`src/rtl/result_collector.sv`:
```
// Captures SVM MAC accumulator outputs into a per-instance result buffer,
// tagging each entry with a valid bit and a sign-derived class label.
module result_collector #(
    parameter int ACCUM_SIZE = 64,
    parameter int MAX_FEAT   = 16,
    parameter int MAX_SV     = 64,
    parameter int NUM_INST   = 8
) (
    input  logic                                     clk,
    input  logic                                     rst,
    input  logic                                     start,
    input  logic [$clog2(MAX_SV+1)-1:0]              cfg_num_sv,
    input  logic [$clog2(MAX_FEAT+1)-1:0]            cfg_num_feat,
    input  logic [$clog2(NUM_INST+1)-1:0]            cfg_num_inst,
    input  logic                                     in_valid,
    input  logic [ACCUM_SIZE-1:0]                    result,
    output logic [NUM_INST-1:0][ACCUM_SIZE-1:0]      results,
    output logic [NUM_INST-1:0]                      result_valid,
    output logic [NUM_INST-1:0]                      labels,
    output logic                                     wr_pulse,
    output logic [$clog2(NUM_INST)-1:0]              wr_index,
    output logic                                     busy,
    output logic                                     done,
    output logic                                     err
);

    localparam int SW = $clog2(MAX_SV+1);
    localparam int FW = $clog2(MAX_FEAT+1);
    localparam int IW = $clog2(NUM_INST+1);
    localparam int XW = $clog2(NUM_INST);
    localparam int PW = $clog2(MAX_SV*MAX_FEAT+1);

    localparam logic [SW-1:0] SV_MAX   = SW'(MAX_SV);
    localparam logic [FW-1:0] FEAT_MAX = FW'(MAX_FEAT);
    localparam logic [IW-1:0] INST_MAX = IW'(NUM_INST);

    typedef enum logic [1:0] {
        IDLE,
        FIRST,
        LATER
    } state_t;

    state_t state, next_state;

    logic [SW-1:0]    sv_q;
    logic [IW-1:0]    inst_q;
    logic [PW-1:0]    fill_q;
    logic [PW-1:0]    cnt;
    logic [IW-1:0]    idx;

    logic             cfg_ok;
    logic [SW+FW-1:0] prod;
    logic             accept;
    logic             reject;
    logic             capture;
    logic             finish;
    logic [IW-1:0]    cap_idx;

    always_comb begin
        cfg_ok = (cfg_num_sv != '0) && (cfg_num_sv <= SV_MAX)
              && (cfg_num_feat != '0) && (cfg_num_feat <= FEAT_MAX)
              && (cfg_num_inst != '0) && (cfg_num_inst <= INST_MAX);
        prod = {{FW{1'b0}}, cfg_num_sv} * {{SW{1'b0}}, cfg_num_feat};
    end

    always_ff @(posedge clk) begin
        if (rst) begin
            state <= IDLE;
        end else begin
            state <= next_state;
        end
    end

    always_comb begin
        next_state = state;
        accept     = 1'b0;
        reject     = 1'b0;
        capture    = 1'b0;
        finish     = 1'b0;
        cap_idx    = '0;
        unique case (state)
            IDLE: begin
                if (start) begin
                    if (cfg_ok) begin
                        accept     = 1'b1;
                        next_state = FIRST;
                    end else begin
                        reject = 1'b1;
                    end
                end
            end
            FIRST: begin
                reject = start;
                if (in_valid && (cnt + PW'(1) == fill_q)) begin
                    capture = 1'b1;
                    if (inst_q == IW'(1)) begin
                        finish     = 1'b1;
                        next_state = IDLE;
                    end else begin
                        next_state = LATER;
                    end
                end
            end
            LATER: begin
                reject = start;
                if (in_valid && (cnt + PW'(1) == PW'(sv_q))) begin
                    capture = 1'b1;
                    cap_idx = idx;
                    if (idx + IW'(1) == inst_q) begin
                        finish     = 1'b1;
                        next_state = IDLE;
                    end
                end
            end
            default: next_state = IDLE;
        endcase
    end

    always_ff @(posedge clk) begin
        if (rst) begin
            sv_q         <= '0;
            inst_q       <= '0;
            fill_q       <= '0;
            cnt          <= '0;
            idx          <= '0;
            results      <= '0;
            result_valid <= '0;
            labels       <= '0;
            wr_pulse     <= 1'b0;
            wr_index     <= '0;
            busy         <= 1'b0;
            done         <= 1'b0;
            err          <= 1'b0;
        end else begin
            wr_pulse <= capture;
            done     <= finish;
            busy     <= (next_state != IDLE);
            if (capture) begin
                wr_index <= cap_idx[XW-1:0];
                idx      <= cap_idx + IW'(1);
            end
            if (accept) begin
                sv_q         <= cfg_num_sv;
                inst_q       <= cfg_num_inst;
                fill_q       <= PW'(prod);
                cnt          <= '0;
                idx          <= '0;
                result_valid <= '0;
                err          <= 1'b0;
            end else if (reject) begin
                err <= 1'b1;
            end
            // Count freezes on idle beats; a capture resets it before wrap.
            if (state != IDLE && in_valid) begin
                cnt <= capture ? '0 : cnt + PW'(1);
            end
            for (int k = 0; k < NUM_INST; k++) begin
                if (capture && cap_idx == IW'(k)) begin
                    results[k]      <= result;
                    result_valid[k] <= 1'b1;
                    labels[k]       <= ~result[ACCUM_SIZE-1];
                end
            end
        end
    end

endmodule

```
`config.mk`:
```
export PLATFORM = sky130hd
export DESIGN_NAME = result_collector
export DESIGN_NICKNAME = d
export VERILOG_FILES = /design/src/rtl/result_collector.sv
export SDC_FILE = /design/constraint.sdc
export NUM_CORES = 1
export LEC_CHECK = 0
export CAP_MARGIN = 20
export CORE_MARGIN = 5
export CORE_UTILIZATION = 35
export CTS_BUF_LIST = sky130_fd_sc_hd__clkbuf_8
export DETAILED_ROUTE_END_ITERATION = 16
export PLACE_DENSITY = 0.64
export SETUP_SLACK_MARGIN = 0.5
export SYNTH_ARGS = -nofsm -noshare
export SYNTH_HDL_FRONTEND = slang
export SYNTH_SLANG_ARGS = --single-unit
```
`constraint.sdc`:
```
create_clock -name clk -period 4.4 [get_ports clk]
set_clock_uncertainty 0.05 [all_clocks]
set_input_delay 0.66 -clock clk [delete_from_list [all_inputs] [get_ports clk]]
set_output_delay 0.66 -clock clk [all_outputs]
set_load 0.005 [all_outputs]
```
==> results.env, run 1 <==
GRT_START_MAX_NET_PINS=188
R2R_START='cnt[2]'
WORSTHOLDPATHCELLS=2
WORST-SETUP-PATH-TYPE='register to register'
POST_ROUTE_CELLS_DRIVE_ABOVE_1_SHARE_PCT=7.59
DRT.ANTENNA.VIOLATING_NETS=0
FINAL_MAX_SLEW_VIOL_COUNT=0
TIMING.FINAL.CRIT_PERIOD_PS=3680
NFILLCELLS=6039
REGAREA_UM2=11500
CRIT_CHAIN='and3_1, nand3_2, or3_4, a211oi_2, and3_1, buf_4, nand4_1, buf_4, nand2_1, a21oi_1'
NUMBER_OF_DRC_MARKERS_IN_ITERATION_0=1610
IO_BUFFER_COUNT=618
MAXCAPVIOLCOUNT=0
HTREE_NUM_LEVELS=3
SETUP-VIOLATIONS-FINAL=0
SYNTH_SEQUENTIAL_AREA_RATIO_PCT=51.3
SYN-CELL-AREA_UM2=22400
LAYOUT.NETS=3430
R2R_END='results[256]'
GLOBALROUTETOTALUTIL_PCT=23.2
SYNTHDOMINANTCELLAREASHARE_PCT=51.3
BUSIEST_LAYER='met2'
STATUS='finished, final reports clean'
VIA_COUNT=20900
CP.BUFFERS_INVERTERS=2
DRC=0
FINAL.SETUP.TNS_PS=0
HOLD_VIOLATIONS=0
POWER.IR.VDD_WORST_uV=275
YOSYSMOSTFREQUENTCELL='sky130_fd_sc_hd__nand2_1'
CPLARGESTDELAYFAMILY='simple AND/OR/NAND/NOR gates'
TIMING.HOLD.WORST.START='rst'
POSTSYNTH.TOPFLOPCELL='sky130_fd_sc_hd__dfxtp_1'
CPMAXSTAGEDELAYCELL='sky130_fd_sc_hd__and3_1'
FLOORPLAN.DIE.HEIGHT_UM=263
SYNTH_TOP_CELL_BY_AREA='sky130_fd_sc_hd__dfxtp_1'
CRITICAL_PATH.ENDPOINT_TYPE='register'
ANTENNA_VIOLATIONS_BEFORE_REPAIR=1
MAX_FREQ_GHz=0.272
SYNTHCELLS=2776
P_LEAK_nW=10.8
SYN_NETS=2903
SYN_AREA_PER_CELL_UM2=8.06
CTS-HOLD-FIX-BUFFERS=0
TRITONCTS_CLOCK_TREE='built'
CLOCK_SINKS=574
CRITICAL_PATH_PEAK_FANOUT=40
AREA.GROWTH.SYNTH_TO_FINAL_PCT=40.5
STARTING_UTILIZATION_OF_THE_CORE_AREA_PCT=35.4
DIE_AREA_UM2=69100
CLK-INSERTION-DELAY-LATE_PS=680
TIMING.FINAL.CRIT_SHARE_PCT=83.7
DRT-WIRELENGTH-PER-CELL_UM=20.3
FINAL_TOTAL_PWR_mW=11.0
HOLD_PATH_END='fill_q[2]'
CP.ARRIVAL_PS=4150
DIE_BOUNDARY_WIDTH_UM=263
DP.FINAL_HPWL_MM=58.2
YOSYS_WARNINGS=0
STDCELL_AREA_UM2=31500
CPPEAKSTAGEDELAY_PS=610
WORST_EP_REQUIRED_TIME_PS=4870
PLACED_AREA_UM2=29200
POST_SYNTH_NUM_CELL_TYPES=61
GLOBALPLACE.CONGESTION=0.848
FIRST_PASS_GRT_WIRE_LENGTH_MM=126
WORST_SETUP_PATH_START_KIND='register'
CLK_PIN_SLEW_WORST_PATHS_PS=70
GRT_USE_MET3_PCT=6.10
IO-PIN-COUNT=619
ROWS=92
RSZ0062_AT_GRT='no'
TRITONCTS_BUFFERS=98
REG2REG_SLACK_PS=720
YS_FF_LATCH=574
FIRST_GLOBAL_VIAS=19000
PLACEABLE_CORE_REGION_UM2=63200
GRT_USE_MET2_PCT=38.5
MAX_SLEW.WORST_PIN.SLEW_PS=1020
MAX-CLOCK-PATH-BUFFERS=3
DRT_FIRST_PASS_ITERS=8
CTS-ROOT-BUF='sky130_fd_sc_hd__clkbuf_8'
P_PER_AREA_nW_PER_UM2=349
RATIO_OF_ROUTED_VIAS_TO_STANDARD_CELLS=4.94
TIMING.HOLD.WORST.CLASS='input pin to register'
SYNTH.TOP_CELLS.BY_COUNT='sky130_fd_sc_hd__nand2_1 (987), sky130_fd_sc_hd__dfxtp_1 (574), sky130_fd_sc_hd__a21oi_1 (504), sky130_fd_sc_hd__buf_2 (140), sky130_fd_sc_hd__clkbuf_1 (99)'
TIMING.SLEW.HEADROOM_PCT=31.9
GROUTE.LAYER.MET1.USAGE_PCT=29.2
RR_WORST_DEPTH=10
GLOBAL_ROUTE.OVERFLOW_TOTAL=0
SYNTH_ASYNC_SR_FLOP_SHARE_PCT=0
SYNTH-EDFF-COUNT=0
TOTAL_AREA_OF_MULTI_INPUT_COMBINATIONAL_CELLS_UM2=9670
SYNTH.AREA.TOP_CELLS='sky130_fd_sc_hd__dfxtp_1 (51%), sky130_fd_sc_hd__nand2_1 (17%), sky130_fd_sc_hd__a21oi_1 (11%)'
TOTALWIRELENGTH_MM=86.0
flip-flops by register name, summed over array words and instances, names as in the netlist, 2 cells and up:
name          flops
results         512
cnt              11
fill_q           11
labels            8
result_valid      8
sv_q              7
idx               4
inst_q            4
wr_index          3
state             2
per-layer routing:
| layer | vias up | share of wire [%] |
|---|---|---|
| met4 | 0 | 3.2 |
| met3 | 132 | 8.0 |
| met5 | - | 0 |
| met1 | 9880 | 42 |
| li1 | 10100 | - |
| met2 | 806 | 47 |
cell usage in the layout (no fill, tap or decap), types with 4 or more instances in the layout:
cell type                         count
sky130_fd_sc_hd__clkdlybuf4s50_1    617
sky130_fd_sc_hd__nand2_1            987
sky130_fd_sc_hd__a211oi_1             9
sky130_fd_sc_hd__buf_4               47
sky130_fd_sc_hd__and2_1              22
sky130_fd_sc_hd__xor2_1              16
sky130_fd_sc_hd__clkbuf_8           136
sky130_fd_sc_hd__mux2i_1             65
sky130_fd_sc_hd__a21o_1              10
sky130_fd_sc_hd__o21ai_0             16
sky130_fd_sc_hd__nand3_1             16
sky130_fd_sc_hd__and3_1               7
sky130_fd_sc_hd__nand2b_1             6
sky130_fd_sc_hd__and4_1               4
sky130_fd_sc_hd__a21oi_1            504
sky130_fd_sc_hd__ha_1                27
sky130_fd_sc_hd__or3_1                6
sky130_fd_sc_hd__o211ai_1             5
sky130_fd_sc_hd__clkinv_2            14
sky130_fd_sc_hd__nand4_1             10
sky130_fd_sc_hd__o2111ai_1            4
sky130_fd_sc_hd__or2_2                4
sky130_fd_sc_hd__o211a_1              5
sky130_fd_sc_hd__nor2b_1              5
sky130_fd_sc_hd__xnor2_1             18
sky130_fd_sc_hd__nor2_1              86
sky130_fd_sc_hd__dfxtp_1            572
sky130_fd_sc_hd__buf_12              19
sky130_fd_sc_hd__inv_1               50
sky130_fd_sc_hd__o2111a_4             4
sky130_fd_sc_hd__nor3_1              10
sky130_fd_sc_hd__fa_1                14
sky130_fd_sc_hd__a31oi_1              5
worst reg2reg max path: cells and delay by family, from the launching register on:
| family | cells | cell delay (ps) |
|---|---|---|
| buf+inv | 2 | 640 |
| compound gates | 2 | 370 |
| simple gates | 6 | 1910 |
| flops | 1 | 560 |
power breakdown:
group | leakage, nW | internal, mW | switching [mW]
clock | 1.23 | 2.90 | 2.30
sequential | 4.62 | 5.21 | 0.00915
combinational | 4.96 | 0.218 | 0.354
worst max-delay path by stage:
| stage | endpoint | start | cells past startpoint |
|---|---|---|---|
| detailed placement | fill_q[10] | cfg_num_feat[2] | 14 |
| global route | results[197] | cnt[2] | 11 |
| global placement | fill_q[10] | cfg_num_feat[4] | 14 |
| floorplan | fill_q[10] | cfg_num_feat[4] | 14 |
| finish | results[256] | cnt[2] | 10 |
| CTS | results[402] | cnt[6] | 9 |
cell type report:
type,instances,share of cell area (%)
diodes,1,0.00795
clock buffers,136,5.95
clock inverters,46,1.03
inverters,29,0.346
multi-input cells,1916,30.8
flip-flops and latches,574,36.5
well taps,846,3.36
repair buffers,684,22.0
logic make-up after synthesis:
| logic type | synth area share [%] |
|---|---|
| AND/OR/NAND/NOR | 21.2 |
| AO/OA/AOI/OAI | 14.3 |
| flip-flops | 51.3 |
| buffers and inverters | 6.06 |
| multiplexers | 2.91 |
| adder cells (fa/ha/maj) | 2.87 |
| XOR/XNOR | 1.33 |
metrics by stage:
step / std cells / setup WS, ps / util (%) / hold WS [ps]
floorplan: 2776 / 543 / - / 393
global placement: 4047 / 34.2 / 46.2 / 386
detailed placement: 4047 / 37.7 / 46.2 / 393
CTS: 4229 / 565 / 49.7 / 140
global route: 4231 / 514 / 49.8 / 181
finish: 4232 / 718 / 49.8 / 215
repair_timing:
item,in CTS,in global routing
resized for setup,1,5
pin swaps,0,1
endpoints found under the setup margin,57,312
setup buffers,0,2
Power figures use the tool's default switching activity.
==> run 2, diff against run 1 <==
==> constraint.sdc (replaced) <==
create_clock -name clk -period 3.5 [get_ports clk]
set_clock_uncertainty 0.05 [all_clocks]
set_input_delay 0.525 -clock clk [delete_from_list [all_inputs] [get_ports clk]]
set_output_delay 0.525 -clock clk [all_outputs]
set_load 0.005 [all_outputs]
==> run 2 against run 1 <==
Compared with the run above:
- via count is 11% higher
- non-clock buffer count is 222 higher
- utilization is 10 points higher
- highest routed layer unchanged
==> results.env, run 2 (synthesis gave the netlist of run 1 again) <==
BIGGESTREGSBYFLOPS='results: 512 flops, cnt: 11 flops, fill_q: 11 flops'
CRIT_CHAIN='buf_6, and3_4, nand3_2, or3_4, nand2_2, and4_4, and2_4, inv_4, buf_6, ha_4, buf_6, o2111ai_4, buf_12, buf_16, nand2_1, a21oi_1'
PLACED_CELLS_INCL_TAPS=4123  # +1.9%
TIMING.FINAL.CRIT_SHARE_PCT=89.8  # +6.1 points
ROWS=92  # unchanged
CPMAXSTAGEDELAYCELL='sky130_fd_sc_hd__or3_4'
DRT_FIRST_PASS_ITERS=7  # -1
DRT-WIRELENGTH-PER-CELL_UM=24.7  # +21%
CRITICAL_PATH.ENDPOINT_TYPE='register'
HTREE_NUM_LEVELS=3  # unchanged
TOTALWIRELENGTH_MM=110  # +27%
FIRST_PASS_GRT_WIRE_LENGTH_MM=130  # +3.6%
FINAL-INSTANCE-COUNT-EXCL-FILL=4448  # +5.1%
TOTAL_AREA_OF_MULTI_INPUT_COMBINATIONAL_CELLS_UM2=12200  # +26%
CTS-HOLD-FIX-BUFFERS=0  # unchanged
TRITONCTS_BUFFERS=97  # -1.0%
NUMBER_OF_DRC_MARKERS_IN_ITERATION_0=2262  # +40%
RATIO_OF_ROUTED_VIAS_TO_STANDARD_CELLS=5.20  # +5.3%
MAXCAPVIOLCOUNT=0  # unchanged
LAYOUT.NETS=3651  # +6.4%
REG2REG_SLACK_PS=360  # -360 ps
CPLARGESTDELAYFAMILY='simple AND/OR/NAND/NOR gates'
CLK_PIN_SLEW_WORST_PATHS_PS=60  # about the same
MAX-CLOCK-PATH-BUFFERS=3  # unchanged
RSZ0062_AT_GRT='yes'
CP.ARRIVAL_PS=3710  # -440 ps
MOSTFREQUENTLAYOUTCELLS='sky130_fd_sc_hd__nand2_1 (715), sky130_fd_sc_hd__clkdlybuf4s50_1 (608), sky130_fd_sc_hd__dfxtp_1 (568), sky130_fd_sc_hd__a21oi_1 (307), sky130_fd_sc_hd__a21oi_2 (197)'
DRT.ANTENNA.VIOLATING_NETS=0  # unchanged
GLOBALPLACE.CONGESTION=0.863  # +1.8%
LARGEST_REG_FLOPS=512  # unchanged
DRC=0  # unchanged
IO_BUFFER_COUNT=618  # unchanged
TIMING.HOLD.WORST.CLASS='input pin to register'
WORST_EP_REQUIRED_TIME_PS=4060  # -810 ps
CPPEAKSTAGEDELAY_PS=420  # -190 ps
CLOCK_SINKS=574  # unchanged
REGMOSTFLOPS='results'
DIE_AREA_UM2=69100  # unchanged
POST_ROUTE_CELLS_DRIVE_ABOVE_1_SHARE_PCT=27.5  # +20 points
FIRST_GLOBAL_VIAS=19800  # +3.9%
GRT_START_MAX_NET_PINS=174  # -7.4%
P_PER_AREA_nW_PER_UM2=367  # +5.1%
IO-PIN-COUNT=619  # unchanged
HOLD_VIOLATIONS=0  # unchanged
TIMING.FINAL.CRIT_PERIOD_PS=3140  # -539 ps
CRITICAL_PATH_PEAK_FANOUT=24  # -40%
DP.FINAL_HPWL_MM=61.0  # +4.8%
CLK-INSERTION-DELAY-LATE_PS=680  # about the same
POWER.IR.VDD_WORST_uV=325  # +18%
FINAL_TOTAL_PWR_mW=13.9  # +27%
FLOORPLAN.DIE.HEIGHT_UM=263  # unchanged
TIMING.SLEW.HEADROOM_PCT=23.9  # -7.9 points
SETUP-VIOLATIONS-FINAL=0  # unchanged
TRITONCTS_CLOCK_TREE='built'
MAX_SLEW.WORST_PIN.SLEW_PS=1140  # +119 ps
CTS-ROOT-BUF='sky130_fd_sc_hd__clkbuf_8'
NFILLCELLS=5243  # -13%
FINAL_CORE_UTIL_PCT=60.0  # +10 points
AREA.GROWTH.SYNTH_TO_FINAL_PCT=69.3
PATH_COMMON_CELL='sky130_fd_sc_hd__buf_6'
CP.BUFFERS_INVERTERS=6  # +4
REGAREA_UM2=11500  # about the same
STARTING_UTILIZATION_OF_THE_CORE_AREA_PCT=35.4  # unchanged
GLOBALROUTETOTALUTIL_PCT=24.1  # +0.94 points
MAX_FREQ_GHz=0.318  # +17%
VIA_COUNT=23200  # +11%
WORST_SETUP_PATH_START_KIND='register'
FINAL.SETUP.TNS_PS=0  # unchanged
P_LEAK_nW=13.6  # +26%
PLACEABLE_CORE_REGION_UM2=63200  # unchanged
GLOBAL_ROUTE.OVERFLOW_TOTAL=0  # unchanged
FINAL_MAX_SLEW_VIOL_COUNT=0  # unchanged
LAYOUT_COMMONEST_CELL='sky130_fd_sc_hd__nand2_1'
DIE_BOUNDARY_WIDTH_UM=263  # unchanged
ANTENNA_VIOLATIONS_BEFORE_REPAIR=1  # unchanged
WORST-SETUP-PATH-TYPE='register to register'
STATUS='finished, final reports clean'
==> run 2: final cells by class <==
type                    count  area share, %
multi-input cells        1916           32.2
flip-flops and latches    574           30.4
repair buffers            906           28.8
clock buffers             126           4.58
well taps                 846           2.79
clock inverters            50          0.954
inverters                  29          0.307
diodes                      1        0.00660
==> run 2: worst reg2reg max path: stages (launching register included) <==
cell,delay (ps)
sky130_fd_sc_hd__dfxtp_2,370
sky130_fd_sc_hd__buf_6,140
sky130_fd_sc_hd__and3_4,250
sky130_fd_sc_hd__nand3_2,100
sky130_fd_sc_hd__or3_4,420
sky130_fd_sc_hd__nand2_2,90
sky130_fd_sc_hd__and4_4,260
sky130_fd_sc_hd__and2_4,190
sky130_fd_sc_hd__inv_4,50
sky130_fd_sc_hd__buf_6,110
sky130_fd_sc_hd__ha_4,170
sky130_fd_sc_hd__buf_6,120
sky130_fd_sc_hd__o2111ai_4,90
sky130_fd_sc_hd__buf_12,220
sky130_fd_sc_hd__buf_16,190
sky130_fd_sc_hd__nand2_1,130
sky130_fd_sc_hd__a21oi_1,160
==> run 2: routing by layer <==
| metal | global-route usage [%] | vias to the layer above | share of wire [%] | wire length, um |
|---|---|---|---|---|
| met5 | 0 | - | 0 | 0 |
| met4 | 7.93 | 0 | 4.3 | 4680 |
| met3 | 6.17 | 241 | 8.6 | 9450 |
| met2 | 40.5 | 1040 | 47 | 51400 |
| met1 | 30.5 | 11300 | 40 | 44100 |
| li1 | - | 10600 | - | - |
==> run 2: power by group <==
part	total (mW)	switching (mW)	internal, mW
clock	6.47	2.93	3.54
sequential	6.56	0.0122	6.55
combinational	0.891	0.538	0.353
total	13.9	3.48	10.4
==> run 2: final timing paths <==
path,end,startpoint,cells after the start
max,results[170],cnt[0],16
min,results[59],rst,2
max reg2reg,results[170],cnt[0],16
min reg2reg,results[398],results[398],2
==> run 2: per-stage QoR <==
stage | setup WS [ps] | cell area, um2 | hold slack [ps]
after CTS | 429 | 32600 | 104
final | 357 | 37900 | 181
after global placement | -658 | 30100 | 386
after global routing | 246 | 37900 | 167
after floorplan | 85.3 | 22400 | 393
after detailed placement | -694 | 30100 | 392
==> run 2: repair_timing <==
action / 4_1_cts / 5_1_grt
cloned: 4 / 86
setup buffers: 14 / 44
hold endpoints to repair: 0 / 0
pin swaps: 26 / 353
gates resized for setup: 83 / 766
endpoints found under the setup margin: 540 / 535
